[config.mk]
export PLATFORM = sky130hd
export DESIGN_NAME = wb_rr_arbiter
export DESIGN_NICKNAME = d
export VERILOG_FILES = /design/src/rtl/wb_rr_arbiter.sv
export SDC_FILE = /design/constraint.sdc
export NUM_CORES = 1
export LEC_CHECK = 0
export BUFFER_PORTS_ARGS = -buffer_cell sky130_fd_sc_hd__buf_2
export CAP_MARGIN = 20
export CORE_UTILIZATION = 39
export DETAILED_ROUTE_END_ITERATION = 6
export GPL_ROUTABILITY_DRIVEN = 0
export PLACE_DENSITY = 0.75
export SETUP_SLACK_MARGIN = 0.3
export SYNTH_ARGS = -nofsm -noshare
export SYNTH_HDL_FRONTEND = slang
export SYNTH_SLANG_ARGS = --single-unit
export TNS_END_PERCENT = 50
[constraint.sdc]
create_clock -name clk_i -period 1.54 [get_ports clk_i]
set_input_delay 0.231 -clock clk_i [delete_from_list [all_inputs] [get_ports clk_i]]
set_output_delay 0.231 -clock clk_i [all_outputs]
set_load 0.02 [all_outputs]
[src/rtl/wb_rr_arbiter.sv]
// Round-robin Wishbone arbiter sharing one slave port between NUM_MASTERS masters,
// with lock-based grant hold, idle-grant watchdog and interrupt routing to the last commander.
module wb_rr_arbiter #(
  parameter int unsigned ADDR_WIDTH  = 2,
  parameter int unsigned DATA_WIDTH  = 8,
  parameter int unsigned NUM_MASTERS = 2,
  parameter int unsigned TIMEOUT     = 1024,
  parameter int unsigned IRQ_ADDR    = 2
) (
  input  logic                              clk_i,
  input  logic                              rst_i,
  input  logic [NUM_MASTERS-1:0]            m_cyc_i,
  input  logic [NUM_MASTERS-1:0]            m_stb_i,
  input  logic [NUM_MASTERS-1:0]            m_we_i,
  input  logic [NUM_MASTERS-1:0]            m_lock_i,
  input  logic [NUM_MASTERS*ADDR_WIDTH-1:0] m_adr_i,
  input  logic [NUM_MASTERS*DATA_WIDTH-1:0] m_dat_i,
  output logic [NUM_MASTERS-1:0]            m_ack_o,
  output logic [DATA_WIDTH-1:0]             m_dat_o,
  output logic [NUM_MASTERS-1:0]            m_irq_o,
  output logic                              s_cyc_o,
  output logic                              s_stb_o,
  output logic                              s_we_o,
  output logic [ADDR_WIDTH-1:0]             s_adr_o,
  output logic [DATA_WIDTH-1:0]             s_dat_o,
  input  logic                              s_ack_i,
  input  logic [DATA_WIDTH-1:0]             s_dat_i,
  input  logic                              s_irq_i,
  output logic [NUM_MASTERS-1:0]            gnt_o,
  output logic                              wdt_o
);

  localparam int unsigned IdxW = $clog2(NUM_MASTERS);
  localparam int unsigned CntW = (TIMEOUT > 1) ? $clog2(TIMEOUT) : 1;
  localparam logic [CntW-1:0] CntMax = (TIMEOUT > 0) ? CntW'(TIMEOUT - 1) : '0;

  typedef enum logic {StIdle, StOwned} state_e;

  state_e                 state_q, state_d;
  logic [IdxW-1:0]        owner_q, owner_d;
  logic [IdxW-1:0]        rr_ptr_q, rr_ptr_d;
  logic [IdxW-1:0]        irq_owner_q, irq_owner_d;
  logic [NUM_MASTERS-1:0] gnt_q, gnt_d;
  logic [CntW-1:0]        wdt_cnt_q, wdt_cnt_d;
  logic                   wdt_q, wdt_d;

  logic                   found;
  logic [IdxW-1:0]        sel;
  logic [IdxW-1:0]        cand;
  logic                   own_cyc, own_lock, wdt_fire, irq_claim;

  // First requester strictly after rr_ptr, wrapping.
  always_comb begin
    found = 1'b0;
    sel   = '0;
    cand  = '0;
    for (int i = 1; i <= int'(NUM_MASTERS); i++) begin
      cand = IdxW'((int'(rr_ptr_q) + i) % int'(NUM_MASTERS));
      if (!found && m_cyc_i[cand]) begin
        found = 1'b1;
        sel   = cand;
      end
    end
  end

  assign own_cyc   = m_cyc_i[owner_q];
  assign own_lock  = m_lock_i[owner_q];
  assign wdt_fire  = (TIMEOUT != 0) && !own_cyc && (wdt_cnt_q == CntMax);
  assign irq_claim = s_cyc_o & s_stb_o & s_we_o & s_ack_i &
                     (s_adr_o == ADDR_WIDTH'(IRQ_ADDR));

  always_comb begin
    state_d     = state_q;
    owner_d     = owner_q;
    rr_ptr_d    = rr_ptr_q;
    gnt_d       = gnt_q;
    irq_owner_d = irq_owner_q;
    wdt_cnt_d   = '0;
    wdt_d       = 1'b0;
    unique case (state_q)
      StIdle: begin
        if (found) begin
          state_d    = StOwned;
          owner_d    = sel;
          gnt_d      = '0;
          gnt_d[sel] = 1'b1;
        end
      end
      StOwned: begin
        if (!own_cyc && TIMEOUT != 0) begin
          wdt_cnt_d = (wdt_cnt_q == CntMax) ? wdt_cnt_q : wdt_cnt_q + 1'b1;
        end
        // Lock only defers the normal release; the watchdog still fires.
        if ((!own_cyc && !own_lock) || wdt_fire) begin
          state_d  = StIdle;
          gnt_d    = '0;
          rr_ptr_d = owner_q;
        end
        wdt_d = wdt_fire;
        if (irq_claim) irq_owner_d = owner_q;
      end
      default: state_d = StIdle;
    endcase
  end

  always_ff @(posedge clk_i or posedge rst_i) begin
    if (rst_i) begin
      state_q     <= StIdle;
      owner_q     <= '0;
      rr_ptr_q    <= IdxW'(NUM_MASTERS - 1);
      irq_owner_q <= '0;
      gnt_q       <= '0;
      wdt_cnt_q   <= '0;
      wdt_q       <= 1'b0;
    end else begin
      state_q     <= state_d;
      owner_q     <= owner_d;
      rr_ptr_q    <= rr_ptr_d;
      irq_owner_q <= irq_owner_d;
      gnt_q       <= gnt_d;
      wdt_cnt_q   <= wdt_cnt_d;
      wdt_q       <= wdt_d;
    end
  end

  // Reset gates the combinational paths so everything drops immediately.
  always_comb begin
    s_cyc_o = 1'b0;
    s_stb_o = 1'b0;
    s_we_o  = 1'b0;
    s_adr_o = '0;
    s_dat_o = '0;
    m_ack_o = '0;
    m_irq_o = '0;
    if (!rst_i) begin
      if (state_q == StOwned) begin
        s_cyc_o          = m_cyc_i[owner_q];
        s_stb_o          = m_stb_i[owner_q];
        s_we_o           = m_we_i[owner_q];
        s_adr_o          = m_adr_i[owner_q*ADDR_WIDTH +: ADDR_WIDTH];
        s_dat_o          = m_dat_i[owner_q*DATA_WIDTH +: DATA_WIDTH];
        m_ack_o[owner_q] = s_ack_i;
      end
      m_irq_o[irq_owner_q] = s_irq_i;
    end
  end

  assign m_dat_o = s_dat_i;
  assign gnt_o   = gnt_q;
  assign wdt_o   = wdt_q;

endmodule

==> results.json <==
{
  "grt_max_degree": 18,
  "synth_ff_type": "dfrtp_1",
  "routed_wl_um": 3690,
  "io_pins": 68,
  "synth-xor-area-share_pct": 0.736,
  "hold_viol": 0,
  "grt_pass1_vias": 1264,
  "grt_use_total_pct": 21.3,
  "vdd_drop_max_uv": 764,
  "start_util_pct": 42.1,
  "skew_ns": 0.00865,
  "fin_crit_sh_pct": 107,
  "drt-initial-drc-count": 47,
  "hold_class": "in -> reg",
  "synth_most_common_cell": "nor2_1",
  "setup_viol": 16,
  "max_freq_ghz": 0.608,
  "synth_compound_area_share_pct": 11.8,
  "vias_per_cell": 5.58,
  "fin_ws_ns": -0.104,
  "dieArea_um2": 3280,
  "insertion_delay_ns": 0.32,
  "cts_tree": "built",
  "yosysTopAreaCell": "dfrtp_1",
  "fin_nets": 251,
  "ys_warn_count": 0,
  "syn_area_um2": 1190,
  "crit_path_start_kind": "flop",
  "drtAntennaViolNets": 0,
  "crit_fanout": 7,
  "synth_top_area_share_pct": 33.6,
  "powerDensity_nw_per_um2": 1230,
  "path_class": "reg -> out",
  "synth_fa_ha_area_share_pct": 1.05,
  "dieHeight_um": 57.2,
  "clock_sinks": 17,
  "n_antenna_cell": 0,
  "synth-edff-count": 0,
  "violations": "design-rule violations, negative setup slack",
  "numCtsBuffers": 3,
  "worst_pin_slew_ns": 0.279,
  "crit_arrival_ns": 1.41,
  "maxSlewHeadroom_pct": 81.3,
  "gr-total-overflow": 0,
  "critPathRequiredTime_ns": 1.31,
  "fin_area_um2": 1900,
  "rows": 19,
  "drc": 6,
  "outcome": "complete, but fails checks",
  "hpwl_um": 2460,
  "synthTopCellsByCount": "nor2_1 (19), dfrtp_1 (16), mux2i_1 (13)",
  "final_core_util_pct": 67.3,
  "ys_seq_area_share_pct": 35.9,
  "clock_path_buffers": 2,
  "synth_nets": 178,
  "rsz0062_at_grt": "yes",
  "antenna_found_initial": 0,
  "async_flop_share_pct": 100,
  "die_w_um": 57.2,
  "syn_to_final_growth_pct": 60.0,
  "p_total_uw": 2330,
  "h-tree-depth": 1,
  "synth-simple-area-share_pct": 27.5,
  "num_vias": 1340,
  "synth_mux_area_share_pct": 13.0,
  "routedWlPerCell_um": 15.4,
  "synth_area_leaders": "dfrtp_1 (34%), mux2i_1 (11%), nor2_1 (6.0%)",
  "slew_violations": 0,
  "max_cap_violations": 0,
  "drt_first_pass_iters": 6,
  "core_um2": 2830,
  "port_buffers": 51,
  "synthCells": 137,
  "cts.clk_slew.worst_paths_ns": 0.11,
  "ys_types": 43,
  "cts-root-buf": "clkbuf_4",
  "ys_seq_elements": 17,
  "drive_above_1_share_pct": 58.9,
  "synth_top_family_by_area": "simple AND/OR/NAND/NOR gates",
  "grt_pass1_wl_um": 5420,
  "place_area_um2": 1590,
  "fin_crit_ns": 1.64,
  "p_leak_uw": 0.000965,
  "avgSynthCellArea_um2": 8.69,
  "end_kind": "primary output"
}
## report_power, final
group          leakage [uW]  internal (uW)  switching [uW]  total (uW)
registers          0.000216            561             119         680
clock network     0.0000139           99.6             163         263
logic              0.000735            687             706        1390
total              0.000965           1350             988        2330
## cell families (layout without fill, tap and decap cells)
logic type / count (synthesis) / count (layout)
DFF: 17 / 17
buffers and inverters: 22 / 94
xor gates and xnor gates: 1 / 1
adders and majority gates: 1 / 1
muxes: 15 / 15
AOI/OAI and AO/OA: 19 / 19
and+or+nand+nor: 62 / 62
## per-stage QoR
| stage | hold slack [ns] | setup TNS (ns) | instances | setup slack, ns |
|---|---|---|---|---|
| floorplan | 0.161 | 0 | 137 | 0.00400 |
| global placement | 0.278 | 0 | 225 | 0.0432 |
| detailed placement | 0.297 | -0.0928 | 225 | -0.0520 |
| CTS | 0.201 | -0.720 | 235 | -0.0889 |
| global route | 0.225 | -2.32 | 240 | -0.153 |
| finish | 0.208 | -1.16 | 240 | -0.104 |
## worst paths after layout
| check | from | end | slack, ns | cells after the start |
|---|---|---|---|---|
| hold / removal | m_adr_i[2] | irq_owner_q$_DFFE_PP0P_ | 0.21 | 3 |
| hold reg to reg | gnt_o[1]$_DFFE_PP0P_ | gnt_o[1]$_DFFE_PP0P_ | 0.54 | 2 |
| max in group asynchronous | rst_i | rr_ptr_q$_DFFE_PP1P_ | 0.78 | 4 |
| setup reg to reg | owner_q$_DFFE_PP0P_ | irq_owner_q$_DFFE_PP0P_ | -0.07 | 5 |
| setup / recovery | owner_q$_DFFE_PP0P_ | s_we_o | -0.10 | 4 |
| min in group asynchronous | rst_i | irq_owner_q$_DFFE_PP0P_ | 0.51 | 4 |
## layer usage
metal | track usage (%) | wire (um) | part of all wire (%) | vias up
met1 | 24.1 | 1380 | 37 | 641
met3 | 4.99 | 189 | 5.1 | 13
met2 | 39.0 | 2010 | 54 | 62
met4 | 8.01 | 116 | 3.1 | 0
met5 | 0 | 0 | 0 | -
li1 | - | - | - | 624
## what timing repair did
| item | CTS | global route |
|---|---|---|
| pin swaps | 17 | 11 |
| buffers inserted | 5 | 4 |
| resized for setup | 34 | 18 |
| hold endpoints to repair | 16 | 0 |
| gates cloned | 0 | 1 |
| hold buffers | 1 | 0 |
| endpoints found under the setup margin | 33 | 33 |
## layout make-up
| type | instances | area, um2 |
|---|---|---|
| Clock inverter | 1 | 7.51 |
| Clock buffer | 3 | 22.5 |
| Multi-Input combinational cell | 98 | 831 |
| Timing Repair Buffer | 81 | 538 |
| Fill cell | 221 | 925 |
| Tap cell | 31 | 38.8 |
| Inverter | 9 | 33.8 |
| Sequential cell | 17 | 433 |
## critical path: stages (launching register included)
cell and delay (ns):
dfrtp_2 0.48, buf_8 0.17, mux2i_2 0.23, nor2_1 0.06
buf_2 0.16
## flip-flops by register name, summed over array words and instances (netlist names)
signal,cells
wdt_cnt_q,10
wdt_o,1
owner_q,1
state_q,1
irq_owner_q,1
gnt_o,2
rr_ptr_q,1
## layout by cell type, fill, tap and decap left out, types with 2 or more instances in the layout
cell type   n
dfrtp_2     5
nand3_1     2
nor3_4      4
o21ai_2     2
a31oi_1     3
nand3_2     2
and3_1      2
nor2_1     17
nand2b_1    2
mux2i_1     8
nand2_4     2
nor3_1      5
inv_1       8
mux2i_2     5
o21ai_1     4
clkbuf_4    3
buf_6       8
dfrtp_1    11
buf_4      27
nand2_1     7
buf_2      44
o21ai_0     2
(Power assumes the default switching activity.)
